### config.mk
export PLATFORM = sky130hd
export DESIGN_NAME = mod_counter
export DESIGN_NICKNAME = d
export VERILOG_FILES = /design/src/rtl/mod_counter_pkg.sv /design/src/rtl/mod_counter_prescaler.sv /design/src/rtl/mod_counter.sv
export SDC_FILE = /design/constraint.sdc
export NUM_CORES = 1
export LEC_CHECK = 0
export ABC_AREA = 1
export ABC_CLOCK_PERIOD_IN_PS = 3100
export CAP_MARGIN = 5
export CORE_MARGIN = 3
export CORE_UTILIZATION = 58
export CTS_BUF_LIST = sky130_fd_sc_hd__clkbuf_8
export CTS_CLUSTER_SIZE = 30
export DETAILED_ROUTE_END_ITERATION = 8
export PLACE_DENSITY = 0.9
export SYNTH_ARGS = -nofsm -noshare
export SYNTH_HDL_FRONTEND = slang
export SYNTH_SLANG_ARGS = --single-unit
### constraint.sdc
create_clock -name CLK -period 3.1 [get_ports CLK]
set_input_delay 0.31 -clock CLK [delete_from_list [all_inputs] [get_ports CLK]]
set_output_delay 0.31 -clock CLK [all_outputs]
set_load 0.05 [all_outputs]
### src/rtl/mod_counter_pkg.sv
// Shared types for mod_counter: counting modes and one-shot FSM states.
package mod_counter_pkg;

  typedef enum logic [1:0] {
    FREE    = 2'b00,
    MODULO  = 2'b01,
    ONESHOT = 2'b10,
    HOLD    = 2'b11
  } mode_t;

  typedef enum logic [1:0] {
    IDLE = 2'b00,
    RUN  = 2'b01,
    DONE = 2'b10
  } os_state_t;

endpackage

### src/rtl/mod_counter_prescaler.sv
// Enable prescaler for mod_counter: pulses tick on every PRESCALE-th en cycle.
module mod_counter_prescaler #(
  parameter int unsigned WIDTH_P  = 2,
  parameter int unsigned PRESCALE = 4
) (
  input  logic CLK,
  input  logic RST_N,
  input  logic en,
  input  logic sync_rst,
  output logic tick
);

  localparam logic [WIDTH_P-1:0] Last = WIDTH_P'(PRESCALE - 1);

  logic [WIDTH_P-1:0] cnt_q, cnt_d;

  always_comb begin
    cnt_d = cnt_q;
    tick  = 1'b0;
    if (sync_rst) begin
      cnt_d = '0;
    end else if (en) begin
      if (cnt_q == Last) begin
        cnt_d = '0;
        tick  = 1'b1;
      end else begin
        cnt_d = cnt_q + 1'b1;
      end
    end
  end

  always_ff @(posedge CLK or negedge RST_N) begin
    if (!RST_N) cnt_q <= '0;
    else        cnt_q <= cnt_d;
  end

endmodule

### src/rtl/mod_counter.sv
// Parametrised up/down counter with free-run, modulo and one-shot modes.
// Optional enable prescaler is compiled in with MOD_COUNTER_PRESCALE_EN.
module mod_counter
  import mod_counter_pkg::*;
#(
  parameter int unsigned WIDTH    = 8,
  parameter int unsigned PRESCALE = 4
) (
  input  logic             CLK,
  input  logic             RST_N,
  input  logic             en,
  input  logic             clr,
  input  logic             load,
  input  logic [WIDTH-1:0] load_val,
  input  logic             dir,
  input  logic [1:0]       mode,
  input  logic [WIDTH-1:0] limit,
  input  logic             start,
  output logic [WIDTH-1:0] out,
  output logic             tc,
  output logic             busy,
  output logic             done
);

  if (WIDTH < 2 || PRESCALE < 1) begin : g_param_check
    $error("mod_counter: WIDTH must be >= 2 and PRESCALE >= 1");
  end

  mode_t            mode_e;
  os_state_t        state_q, state_d;
  logic [WIDTH-1:0] out_q, out_d;
  logic             tc_q, tc_d;
  logic             step;
  logic [WIDTH-1:0] nxt;
  logic [WIDTH-1:0] target;

  assign mode_e = mode_t'(mode);

`ifdef MOD_COUNTER_PRESCALE_EN
  localparam int unsigned TickW = (PRESCALE > 1) ? $clog2(PRESCALE) : 1;

  mod_counter_prescaler #(
    .WIDTH_P (TickW),
    .PRESCALE(PRESCALE)
  ) u_prescaler (
    .CLK     (CLK),
    .RST_N   (RST_N),
    .en      (en),
    .sync_rst(clr | load | start),
    .tick    (step)
  );
`else
  assign step = en;
`endif

  assign nxt    = dir ? out_q + 1'b1 : out_q - 1'b1;
  assign target = dir ? limit : '0;

  always_comb begin
    out_d   = out_q;
    tc_d    = 1'b0;
    state_d = state_q;
    // Leaving one-shot mode drops the FSM back to IDLE but keeps the count.
    if (mode_e != ONESHOT) state_d = IDLE;

    if (clr) begin
      out_d   = '0;
      state_d = IDLE;
    end else if (load) begin
      out_d = load_val;
    end else if (start && mode_e == ONESHOT) begin
      state_d = RUN;
      out_d   = dir ? '0 : limit;
    end else if (step) begin
      unique case (mode_e)
        FREE: begin
          out_d = nxt;
          tc_d  = dir ? (out_q == '1) : (out_q == '0);
        end
        MODULO: begin
          if (dir) begin
            if (out_q >= limit) begin
              out_d = '0;
              tc_d  = 1'b1;
            end else begin
              out_d = nxt;
            end
          end else if (out_q == '0 || out_q > limit) begin
            out_d = limit;
            tc_d  = 1'b1;
          end else begin
            out_d = nxt;
          end
        end
        ONESHOT: begin
          if (state_q == RUN) begin
            // A run already sitting on its target finishes without moving.
            if (out_q == target) begin
              tc_d    = 1'b1;
              state_d = DONE;
            end else begin
              out_d = nxt;
              if (nxt == target) begin
                tc_d    = 1'b1;
                state_d = DONE;
              end
            end
          end
        end
        HOLD: begin
        end
      endcase
    end
  end

  always_ff @(posedge CLK or negedge RST_N) begin
    if (!RST_N) begin
      out_q   <= '0;
      tc_q    <= 1'b0;
      state_q <= IDLE;
    end else begin
      out_q   <= out_d;
      tc_q    <= tc_d;
      state_q <= state_d;
    end
  end

  assign out  = out_q;
  assign tc   = tc_q;
  assign busy = (state_q == RUN);
  assign done = (state_q == DONE);

endmodule

==> results of run 1 <==
[layout make-up]
cell class | instances | area [µm²] | area share
tap | 31 | 38.79 | 0.01745
timing repair buffer | 36 | 357.8 | 0.1609
clock buffer | 3 | 41.29 | 0.01857
multi-input combinational | 245 | 1323 | 0.5948
clock inverter | 1 | 3.754 | 0.001688
sequential | 11 | 275.3 | 0.1238
inverter | 49 | 183.9 | 0.08272
[sequential cells by signal (all words and copies together) (netlist names)]
register and count:
state_q 2, tc 1, out 8
[how the worst max path moves through the flow]
stage	start	end	slack [ns]	cells after the start
final	dir	state_q[0]	0.54	17
after detailed placement	dir	state_q[0]	0.31	17
after CTS	dir	state_q[0]	0.57	17
after global routing	dir	state_q[0]	0.33	16
after floorplan	out[0]	state_q[0]	0.74	16
after global placement	dir	state_q[0]	0.40	17
[per-layer routing]
metal  vias to the layer above  track usage
li1                       1082            -
met1                       955       0.4160
met3                        12      0.04959
met2                        98       0.4709
met5                         -            0
met4                         0       0.1152
[worst max-delay path, stage by stage]
cell	delay, ns
clkdlybuf4s50_1	0.44
buf_4	0.23
fa_1	0.52
inv_1	0.11
nand3_1	0.09
nand2_1	0.09
nand2_1	0.06
nand2_1	0.08
nand2_1	0.05
nand2_1	0.08
nand3_1	0.11
nor2_1	0.10
nand2_1	0.06
nand2_1	0.10
nand3_1	0.10
nand2_1	0.08
a21oi_1	0.06
[per-stage QoR]
stage | std cells | power (µW) | setup WS, ns | util
5_1_grt | 376 | 942.4 | 0.3306 | 0.7794
3_3_place_gp | 372 | 701.8 | 0.4028 | 0.7636
2_1_floorplan | 309 | 559.7 | 0.7417 | -
6_report | 376 | 867.1 | 0.5413 | 0.7794
4_1_cts | 376 | 859.6 | 0.5731 | 0.7794
3_5_place_dp | 372 | 714.1 | 0.3123 | 0.7636
[Yosys cell counts]
library cell	n	area share
inv_2	2	0.0042
o21a_1	1	0.0042
nand3_1	44	0.12
o22ai_1	8	0.028
a32oi_1	1	0.0048
inv_1	47	0.098
xor2_1	4	0.019
nor3_1	1	0.0028
nand2_1	100	0.21
clkbuf_1	1	0.0021
nand4_4	1	0.012
xnor2_1	2	0.0097
nor4_1	1	0.0035
a21oi_1	10	0.028
nand4_1	11	0.038
buf_2	1	0.0028
dfrtp_1	11	0.15
buf_4	1	0.0042
fa_1	1	0.011
buf_6	1	0.0062
nand2_4	1	0.0062
xor2_2	2	0.018
o21ai_0	4	0.011
nor4_4	1	0.012
ha_1	14	0.097
o2111ai_1	1	0.0048
nor2_1	30	0.062
nand2_2	2	0.0069
nand3_2	3	0.017
nor2_2	2	0.0069
[where the power goes]
part           switching (µW)  leakage, µW  internal, µW
Sequential               37.4     0.000144           159
Combinational             335      0.00102           193
Clock                    55.9    0.0000269          87.1
Total                     428      0.00120           439
[logic make-up (layout without fill, tap and decap cells)]
kind of cell | count (synthesis) | in the layout | synth area share
flip-flops | 11 | 11 | 0.1521
XOR/XNOR | 8 | 8 | 0.04703
buffers and inverters | 53 | 89 | 0.1169
adder cells (fa/ha/maj) | 15 | 15 | 0.1079
AO/OA/AOI/OAI | 25 | 25 | 0.08023
AND/OR/NAND/NOR | 197 | 197 | 0.4959
==> summary.txt, run 1 <==
Routing
  • Vias: 2147
  • Vias per cell: 5.710
  • WL met1: 2.260 mm
  • ANT nets after route: 0
  • DR DRC count: 0
  • Met2 WL: 2.412 mm
  • DRT iter0 DRCs: 241
  • WL per Instance: 13.84 µm
  • WL met3: 399 µm
  • Drt pass-1 iters: 4
  • Top layer in use: met4
  • Total wire length: 5.204 mm

Finish
  • Ant. Diodes: 0
  • Layout cells sized above 1: 0.05217
  • Area Growth Syn to Fin: 22.89%
  • Most frequent cells in the layout: nand2_1, inv_1, nand3_1
  • Layout net count: 386
  • Cell area after layout: 2223 µm²
  • Most common cell after layout, fill and taps aside: nand2_1
  • Fillers: 248

CTS
  • H-tree levels: 1
  • Hold-fix buffers, CTS: 0
  • CTS Sinks: 11
  • Clk pin slew, worst setup/hold paths: 0.05 ns
  • CTS tree: done
  • Post-CTS Setup Bufs: 0
  • CTS buffer count: 3
  • Post-CTS Resized: 0
  • CTS root buf: clkbuf_8
  • Worst-Skew Late Latency: 0.24 ns
  • Longest Clk Path Bufs: 2

Floorplan
  • DIE AREA: 3825 µm²
  • Effective utilization at floorplan: 0.6342
  • Die height: 61.85 µm
  • Core area: 2853 µm²
  • Num rows: 19
  • Top Ports: 36
  • Die width: 61.85 µm

Critical path
  • Reg-to-reg endpoint: state_q[0]
  • CP Data Arrival Time: 2.67 ns
  • Max Fanout on Critical Path: 21
  • Critical path endpoint category: register
  • Worst R2R Start: out[0]
  • CP required: 3.21 ns
  • Reg2Reg Depth: 16
  • Crit path launch type: input pin
  • Reg2reg setup slack: 0.68 ns
  • Crit Path Class: in -> reg

GRT
  • Vias in the first global route: 1947
  • First-pass GRT wire length: 8.687 mm
  • Antenna violations before repair: 0
  • Total track usage: 0.3016
  • GRT overflow: 0
  • Largest net degree at the start of global routing: 22

Power
  • Pleak: 0.001196 µW
  • Max VDD drop: 0.0003188 V
  • Power per Cell Area: 390.0 nW/µm²

STA
  • Fin crit share: 0.8254
  • Slew @ Worst Pin: 0.4991 ns
  • RSZ-0062 raised after global routing: false
  • Hold slack: 0.4019 ns
  • Fin. max-slew vios: 0
  • Hold Vio Cnt, Final: 0
  • Setup violators final: 0
  • Max Clk Rate: 390.8 MHz
  • Total negative slack: 0 ns
  • Worst rel slew slack: 0.6662
  • Min Tclk post-route: 2.559 ns
  • Clock skew: 0.0005264 ns

Synth
  • Distinct cells, synth: 30
  • Avg Synthesized Cell Area: 5.855 µm²
  • Post-Syn Area: 1809 µm²
  • Net Count, Synth: 349
  • Cells after Synth: 309
  • Seq/Total Area, Yosys: 0.1521
  • Synthesized flop and latch total: 11
  • Ys Warns: 0

Job
  • MaxCap Viol Count: 0

Outcome
  • Run status: complete, no violations

Placement
  • Placement Cell Area: 2178 µm²
  • GP Congestion: 0.9482
  • Port-buffer cells: 35
  • Final HPWL DP: 4.129 mm

Hold path
  • Hold/Removal Path Class: in -> async
(Power assumes the default switching activity.)
==> run 2, diff against run 1 <==
--- a/config.mk
+++ b/config.mk
@@ -6,14 +6,14 @@
 export NUM_CORES = 1
 export LEC_CHECK = 0
 export ABC_AREA = 1
-export ABC_CLOCK_PERIOD_IN_PS = 3100
+export ABC_CLOCK_PERIOD_IN_PS = 2530
 export CAP_MARGIN = 5
 export CORE_MARGIN = 3
-export CORE_UTILIZATION = 58
+export CORE_UTILIZATION = 54
 export CTS_BUF_LIST = sky130_fd_sc_hd__clkbuf_8
 export CTS_CLUSTER_SIZE = 30
 export DETAILED_ROUTE_END_ITERATION = 8
-export PLACE_DENSITY = 0.9
+export PLACE_DENSITY = 0.85
 export SYNTH_ARGS = -nofsm -noshare
 export SYNTH_HDL_FRONTEND = slang
 export SYNTH_SLANG_ARGS = --single-unit
==> constraint.sdc (replaced) <==
create_clock -name CLK -period 2.53 [get_ports CLK]
set_input_delay 0.253 -clock CLK [delete_from_list [all_inputs] [get_ports CLK]]
set_output_delay 0.253 -clock CLK [all_outputs]
set_load 0.05 [all_outputs]
==> run 2 against run 1 <==
Setup slack lost 0.36 ns. Via count increased by 3.6%. Sequential share of layout area decreased by 0.58 points. Clock power up 18%. Critical path type unchanged. Critical endpoint unchanged. Highest routed layer unchanged.
==> summary.txt, run 2 (synthesis gave the netlist of run 1 again) <==
Outcome
  • Run status: complete, no violations

Critical path
  • Slowest cell on crit path: clkdlybuf4s50_1
  • Critical path endpoint category: register
  • CP required: 2.63 ns
  • CP dominant cell by count: nand2_1
  • Critical Path Max Stage Delay: 0.47 ns
  • CP Data Arrival Time: 2.45 ns
  • Max Fanout on Critical Path: 7
  • CP Buf/Inv Count: 2
  • Crit Path Class: in -> reg
  • Critical path depth in cells: 15
  • Crit path launch type: input pin
  • Reg2Reg Depth: 14
  • Top delay family on crit path: simple AND/OR/NAND/NOR gates
  • Critical path cell sequence: clkdlybuf4s50_1 > inv_1 > ha_1 > nand2_1 > nand2_1 > a21oi_1 > nand3_1 > nand3_1 > nand2_1 > nor2_1 > nand2_1 > nand2_1 > nand3_1 > nand2_1 > a21oi_1

Finish
  • Core Util, Final: 0.7456
  • Layout cells sized above 1: 0.08683
  • Area Growth Syn to Fin: 28.91%
  • Ant. Diodes: 0
  • Most frequent cells in the layout: nand2_1, inv_1, nand3_1
  • Most common cell after layout, fill and taps aside: nand2_1
  • Max reg flops: 8
  • Post-route insts no fill: 401
  • Layout net count: 398

Floorplan
  • Num rows: 20
  • Die height: 63.88 µm
  • Die width: 63.88 µm
  • Core area: 3128 µm²
  • Top Ports: 36
  • DIE AREA: 4081 µm²
  • Effective utilization at floorplan: 0.5784

Routing
  • DR DRC count: 0
  • ANT nets after route: 0
  • WL per Instance: 12.92 µm
  • Total wire length: 5.180 mm
  • Drt pass-1 iters: 7
  • Vias: 2224
  • DRT iter0 DRCs: 194
  • Vias per cell: 5.546

CTS
  • Hold-fix buffers, CTS: 0
  • Clk pin slew, worst setup/hold paths: 0.05 ns
  • CTS tree: done
  • CTS buffer count: 3
  • CTS Sinks: 11
  • Post-CTS Resized: 0
  • Longest Clk Path Bufs: 2
  • H-tree levels: 1
  • CTS root buf: clkbuf_8
  • Post-CTS Setup Bufs: 0
  • Worst-Skew Late Latency: 0.24 ns

Power
  • Max VDD drop: 0.0003754 V
  • Seq pwr share: 0.212
  • Clock Power Share: 0.155
  • Internal power: 573.8 µW
  • Pleak: 0.001252 µW
  • Power per Cell Area: 468.4 nW/µm²
  • Net Sw Frac: 0.4747
  • Net Switching: 518.5 µW
  • Comb pwr share: 0.633

GRT
  • Total track usage: 0.2745
  • GRT overflow: 0
  • Largest net degree at the start of global routing: 21
  • Antenna violations before repair: 0
  • Vias in the first global route: 2200
  • First-pass GRT wire length: 9.163 mm

STA
  • Slew @ Worst Pin: 0.4964 ns
  • Fin. max-slew vios: 0
  • Min Tclk post-route: 2.345 ns
  • Worst rel slew slack: 0.6680
  • Post-route setup slack: 0.1846 ns
  • Setup violators final: 0
  • Clock skew: 0.001563 ns
  • Fin crit share: 0.9270
  • RSZ-0062 raised after global routing: false
  • Max Clk Rate: 426.4 MHz
  • Hold Vio Cnt, Final: 0

Placement
  • Pre-CTS setup slack: -0.03842 ns
  • Placed cells: 397
  • Final HPWL DP: 4.249 mm
  • Port-buffer cells: 35
  • GP Congestion: 0.8948

Hold path
  • Hold/Removal Path Class: in -> async

Job
  • MaxCap Viol Count: 0
==> run 2: worst reg2reg max path, cell delays in order, from the launching register on <==
cell and delay (ns):
dfrtp_1 0.49, ha_2 0.45, nand3_2 0.10, nand3_1 0.14, nand2_1 0.11, nand2_1 0.09, nand2_1 0.07, nand3_1 0.08
nand2_1 0.05, nor2_1 0.10, nand2_1 0.07, nand2_1 0.09, nand3_1 0.11, nand2_1 0.09, a21oi_1 0.06
==> run 2: power by group through the flow <==
stage               clock (µW)  combinational [µW]  sequential (µW)
floorplan                    0                 396              289
detailed placement           0                 682              232
global placement             0                 665              233
CTS                        169                 686              230
finish                     169                 692              231
global route               182                 778              234
==> run 2: path summary, 6_finish.rpt <==
| kind | from | endpoint | slack, ns |
|---|---|---|---|
| worst max register to register | out[2] | state_q[0] | 0.30 |
| max in group asynchronous | RST_N | state_q[0] | 1.85 |
| min in group CLK | state_q[1] | state_q[1] | 0.56 |
| worst min-delay path | RST_N | state_q[1] | 0.35 |
| worst min register to register | state_q[1] | state_q[1] | 0.56 |
| worst max-delay path | dir | state_q[0] | 0.18 |
==> run 2: per-layer routing <==
layer | global-route usage | part of all wire
met1 | 0.3511 | 0.44
met2 | 0.4813 | 0.48
met3 | 0.04745 | 0.073
met4 | 0.05391 | 0.011
met5 | 0 | 0
==> run 2: final cells by class <==
type	count	area, µm²
Clock buffer	3	41.29
Clock inverter	1	3.754
Fill cell	286	795.8
Inverter	49	183.9
Multi-Input combinational cell	245	1325
Sequential cell	11	275.3
Tap cell	44	55.05
Timing Repair Buffer	48	447.9
==> run 2: per-stage QoR <==
| step | hold slack [ns] | setup TNS (ns) | cell area, µm² | power, µW |
|---|---|---|---|---|
| finish | 0.3495 | 0 | 2332 | 1092 |
| global route | 0.3919 | 0 | 2332 | 1194 |
| CTS | 0.3684 | 0 | 2330 | 1085 |
| detailed placement | 0.5492 | -0.03842 | 2285 | 914.0 |
| global placement | 0.5723 | 0 | 2285 | 897.5 |
| floorplan | -0.04259 | 0 | 1809 | 685.8 |
